<file path="src/rtl/io_ctc16.sv">
// Two-channel memory-mapped timer/counter on the CPU IO bus.
// Each channel counts clocks or synchronised external edges and pulses cout at terminal count.
module io_ctc16 #(
    parameter int WIDTH       = 16,
    parameter int SYNC_STAGES = 2
) (
    input  logic             clock,
    input  logic             reset,
    input  logic             ctcread,
    input  logic             ctcwrite,
    input  logic [2:0]       address,
    input  logic [WIDTH-1:0] wdata,
    output logic [WIDTH-1:0] rdata,
    input  logic             pulse0,
    input  logic             pulse1,
    output logic             cout0,
    output logic             cout1
);

    localparam logic [WIDTH-1:0] CNT_ZERO = {WIDTH{1'b0}};
    localparam logic [WIDTH-1:0] CNT_ONE  = {{(WIDTH-1){1'b0}}, 1'b1};

    logic [1:0][1:0]             mode_r;
    logic [1:0][WIDTH-1:0]       init_r;
    logic [1:0][WIDTH-1:0]       cnt_r;
    logic [1:0][SYNC_STAGES-1:0] sync_r;
    logic [1:0]                  running_r;
    logic [1:0]                  done_r;
    logic [1:0]                  cout_r;
    logic [1:0]                  prev_r;
    logic [1:0]                  edge_r;

    logic [1:0] pulse_s;
    logic [1:0] wr_mode_s;
    logic [1:0] wr_init_s;
    logic [1:0] rd_stat_s;
    logic [1:0] tick_s;
    logic [1:0] tc_s;

    // Per-channel strobe decode and tick / terminal-count qualification.
    always_comb begin
        pulse_s   = {pulse1, pulse0};
        wr_mode_s = 2'b00;
        wr_init_s = 2'b00;
        rd_stat_s = 2'b00;
        tick_s    = 2'b00;
        tc_s      = 2'b00;
        for (int ch = 0; ch < 2; ch++) begin
            wr_mode_s[ch] = ctcwrite && !address[0] && !address[2] && (address[1] == ch[0]);
            wr_init_s[ch] = ctcwrite && !address[0] &&  address[2] && (address[1] == ch[0]);
            rd_stat_s[ch] = ctcread  && !address[0] && !address[2] && (address[1] == ch[0]);
            tick_s[ch]    = running_r[ch] && (mode_r[ch][0] ? edge_r[ch] : 1'b1);
            tc_s[ch]      = tick_s[ch] && (cnt_r[ch] == CNT_ONE);
        end
    end

    // Read mux: status or live count of the addressed channel, zero otherwise.
    always_comb begin
        rdata = CNT_ZERO;
        if (ctcread && !address[0]) begin
            if (address[2]) begin
                rdata = cnt_r[address[1]];
            end else begin
                rdata = {running_r[address[1]], {(WIDTH-4){1'b0}},
                         done_r[address[1]], mode_r[address[1]]};
            end
        end else begin
            rdata = CNT_ZERO;
        end
    end

    // Channel state: writes take priority over terminal count, which beats read-to-clear.
    always_ff @(posedge clock or posedge reset) begin
        if (reset) begin
            mode_r    <= '{default: 2'b00};
            init_r    <= '{default: CNT_ZERO};
            cnt_r     <= '{default: CNT_ZERO};
            sync_r    <= '{default: {SYNC_STAGES{1'b0}}};
            running_r <= 2'b00;
            done_r    <= 2'b00;
            cout_r    <= 2'b00;
            prev_r    <= 2'b00;
            edge_r    <= 2'b00;
        end else begin
            for (int ch = 0; ch < 2; ch++) begin
                // Edge detection runs even while stopped; tick_s gates the result.
                sync_r[ch] <= {sync_r[ch][SYNC_STAGES-2:0], pulse_s[ch]};
                prev_r[ch] <= sync_r[ch][SYNC_STAGES-1];
                edge_r[ch] <= sync_r[ch][SYNC_STAGES-1] && !prev_r[ch];
                cout_r[ch] <= 1'b0;
                if (wr_mode_s[ch]) begin
                    mode_r[ch]    <= wdata[1:0];
                    running_r[ch] <= 1'b0;
                    done_r[ch]    <= 1'b0;
                end else if (wr_init_s[ch]) begin
                    if (wdata != CNT_ZERO) begin
                        init_r[ch]    <= wdata;
                        cnt_r[ch]     <= wdata;
                        running_r[ch] <= 1'b1;
                        done_r[ch]    <= 1'b0;
                    end else begin
                        init_r[ch]    <= CNT_ZERO;
                        cnt_r[ch]     <= CNT_ZERO;
                        running_r[ch] <= 1'b0;
                    end
                end else if (tc_s[ch]) begin
                    cout_r[ch] <= 1'b1;
                    done_r[ch] <= 1'b1;
                    if (mode_r[ch][1]) begin
                        cnt_r[ch] <= init_r[ch];
                    end else begin
                        cnt_r[ch]     <= CNT_ZERO;
                        running_r[ch] <= 1'b0;
                    end
                end else begin
                    if (tick_s[ch] && (cnt_r[ch] > CNT_ONE)) begin
                        cnt_r[ch] <= cnt_r[ch] - CNT_ONE;
                    end
                    if (rd_stat_s[ch]) begin
                        done_r[ch] <= 1'b0;
                    end
                end
            end
        end
    end

    assign cout0 = cout_r[0];
    assign cout1 = cout_r[1];

endmodule
</file>
<file path="config.mk">
export PLATFORM = sky130hd
export DESIGN_NAME = io_ctc16
export DESIGN_NICKNAME = d
export VERILOG_FILES = /design/src/rtl/io_ctc16.sv
export SDC_FILE = /design/constraint.sdc
export NUM_CORES = 1
export LEC_CHECK = 0
export ABC_CLOCK_PERIOD_IN_PS = 7600
export CAP_MARGIN = 25
export CORE_UTILIZATION = 30
export DETAILED_ROUTE_END_ITERATION = 6
export GPL_TIMING_DRIVEN = 0
export PLACE_DENSITY_LB_ADDON = 0.2
export REMOVE_ABC_BUFFERS = 1
export SLEW_MARGIN = 10
export SYNTH_ARGS = -nofsm -noshare
export SYNTH_HDL_FRONTEND = slang
export SYNTH_SLANG_ARGS = --single-unit
</file>
<file path="constraint.sdc">
create_clock -name clock -period 7.6 [get_ports clock]
set_input_delay 1.52 -clock clock [delete_from_list [all_inputs] [get_ports clock]]
set_output_delay 1.52 -clock clock [all_outputs]
set_load 0.02 [all_outputs]
</file>
==> flow_summary.toml, run 1 <==
[pwr]
pwr-share-clk = 0.281
power_density_nw_per_um2 = 288.1
p_sw_frac = 0.3641
power_frac_comb = 0.281
p_total_uw = 1634
p_int_uw = 1039
leakagePower_uw = 0.002475
max-vdd-ir-drop_mv = 0.1213
p_seq_frac = 0.438
power_switching_uw = 595.0

[placed_design]
gp_congestion = 0.8368
dp_hpwl_um = 10060
port_buffers = 42

[synth]
syn_area_per_cell_sq_um = 8.619
syn-cell-area_sq_um = 4723
synth-seq-cells = 82
seq_area_frac_synth = 0.4344
synthArstFlopShare = 1.000
yosysWarnings = 0
synth.distinct_cells = 64
synthCells = 548
synth_edf_count = 0
synth-main-ff-cell = "dfrtp_1"

[clocking]
h-tree-depth = 3
holdBufCountCts = 0
cts_root_buf = "clkbuf_16"
clkTransAtPathRegs_ns = 0.06
cts-resized-gates = 0
clock-sinks = 82
clock_latency_ns = 0.35
cts_made_buffers = 9
clockBufferDepth = 2
postCtsSetupRepairBufs = 0
cts_tree = "done"

[floorplanning]
coreArea_sq_um = 15260
fp.dieArea_sq_um = 16250
fp.dieH_um = 127.5
die_width_um = 127.5
num_rows = 45
initial_core_util = 0.3096
ioPinCount = 43

[worst_setup_path]
criticalPathCategory = "input pin to primary output"
critical_path.most_common_cell = "clkdlybuf4s50_1"
arrival_ns = 3.94
cp.required_ns = 6.08
cp-start-kind = "input pin"
crit_fanout = 16
cp-end-kind = "primary output"
path_cells = "clkdlybuf4s50_1 > nand3b_1 > nor2_1 > clkdlybuf4s50_1"
slowest_delay_ns = 0.91
cp_slowest_cell = "clkdlybuf4s50_1"

[cells_and_area]
fin_util = 0.3718
diodes = 0
fill_cells = 1559
final_layout_size_suffix_gt1_frac = 0.07106
final_cell_mix = "nand2_1, dfrtp_1, nor2_1, clkdlybuf4s50_1, o21ai_0"
nets = 602
layout_commonest_cell = "nand2_1"
area_delta_synth_final_pct = 20.11

[routing]
wire_per_inst_um = 18.11
drt_iter0_drc = 333
finalWirelength_um = 14270
postRouteAntennaNets = 0
vias_per_cell = 5.289
drcViolationCount = 0
firstDrtPassIters = 5
vias = 4168

[sta]
finClkSkew_ns = 0.006001
max-slew-margin-rel = 0.3446
timing.final.crit_period_ns = 5.462
finalHoldViolations = 0
drv_slew = 0
min_period_over_period = 0.7187
fmaxAchievable_ghz = 0.1831
holdWs_ns = 0.3490
grt_setup_unrepaired = "no"
final.setup.tns_ns = 0
setup_viol = 0
tightest_slew_ns = 0.9810

[global_routing]
grt_use_total = 0.1866
grt_pass1_vias = 4193
grt_pass1_wl_um = 23150
antenna_found_initial = 0
grt_max_degree = 48
grt_overflow = 0

[run_status]
status = "completed"

[worst_hold_path]
min_path_type = "flop to flop"

[job]
maxCapViolCount = 0
[critical path, delay by kind of cell]
| family | cells | cell delay [ns] |
|---|---|---|
| simple gates | 2 | 0.85 |
| buf+inv | 2 | 1.56 |
[cells by family (layout without fill, tap and decap cells)]
logic type / after synthesis / count (layout) / synth area share
AOI/OAI and AO/OA: 121 / 121 / 0.1743
buffers and inverters: 45 / 74 / 0.04212
and+or+nand+nor: 267 / 267 / 0.2673
muxes: 22 / 22 / 0.05828
xor gates and xnor gates: 7 / 7 / 0.01298
adders and majority gates: 4 / 4 / 0.01060
DFF: 82 / 82 / 0.4344
[registers in the layout (all words and copies together) (netlist names)]
signal,count
done_r,2
running_r,2
mode_r,4
sync_r,4
init_r,32
prev_r,2
edge_r,2
cout_r,2
cnt_r,32
[layout make-up]
class	count	area (sq um)	share of cell area
Clock inverter	2	35.03	0.006176
Timing Repair Buffer	48	535.5	0.09440
Inverter	11	43.79	0.007719
Tap cell	211	264.0	0.04654
Multi-Input combinational cell	421	2472	0.4358
Clock buffer	13	270.3	0.04764
Sequential cell	82	2052	0.3617
[Yosys cell counts, drive strengths merged (5+ instances only)]
cell type	number	area (sq um)
nand2	127	479.2
dfrtp	82	2052
nor2	56	210.2
o21ai	34	181.4
a21oi	21	105.1
clkbuf	21	78.83
mux2i	14	140.1
buf	13	78.82
nor3	13	81.33
o31ai	13	111.4
a31oi	12	75.07
nor4	12	81.33
inv	11	41.29
nand3	11	72.57
nand4	10	68.81
and3	9	56.30
a311oi	7	61.31
nor2b	7	43.79
nor3b	7	52.55
and2	5	31.28
xnor2	5	43.79
[final timing paths]
kind	startpoint	end	slack (ns)	depth (start not counted)
worst max-delay path	address[2]	rdata[3]	2.14	4
worst min-delay path	sync_r[0]	sync_r[1]	0.35	0
worst max register to register	cnt_r[20]	cnt_r[22]	4.66	7
worst min register to register	sync_r[0]	sync_r[1]	0.35	0
max in group asynchronous	reset	cnt_r[31]	5.43	3
min in group asynchronous	reset	sync_r[2]	1.55	2
[stage by stage]
step                      instances  worst slack, ns  cell area [sq um]
after floorplan                 514            3.865               4566
after global placement          767            2.068               5250
after detailed placement        769            2.090               5308
after global routing            788            1.984               5673
after CTS                       784            2.083               5613
final                           788            2.138               5673
[per-layer routing]
metal / global-route usage / routed length (um) / vias to the layer above
li1: - / - / 2009
met1: 0.2440 / 6593 / 2051
met2: 0.3057 / 6868 / 86
met3: 0.02429 / 431 / 22
met4: 0.08964 / 376 / 0
met5: 0 / 0 / -
[power groups by stage]
stage / clock, uW / combinational [uW] / sequential [uW]
6_report: 460 / 459 / 715
5_1_grt: 481 / 519 / 736
4_1_cts: 463 / 458 / 711
3_5_place_dp: 0 / 456 / 718
3_3_place_gp: 0 / 442 / 712
2_1_floorplan: 0 / 340 / 652
Power figures use the tool's default switching activity.
==> run 2: changes to the inputs <==
ABC_CLOCK_PERIOD_IN_PS = 4400   (was 7600)
clock period = 4.4 ns   (was 7.6 ns; I/O delays follow)
==> results of run 2 <==
Same layout as run 1 (identical final DEF). Status: completed.
Main changes from that run: setup slack after placement 2.090 ns -> -0.01682 ns; setup slack after layout 2.138 ns -> 0.2178 ns; register-to-register setup slack 4.66 ns -> 1.46 ns; total power 1634 uW -> 2823 uW; worst IR drop on VDD 0.1213 mV -> 0.2096 mV
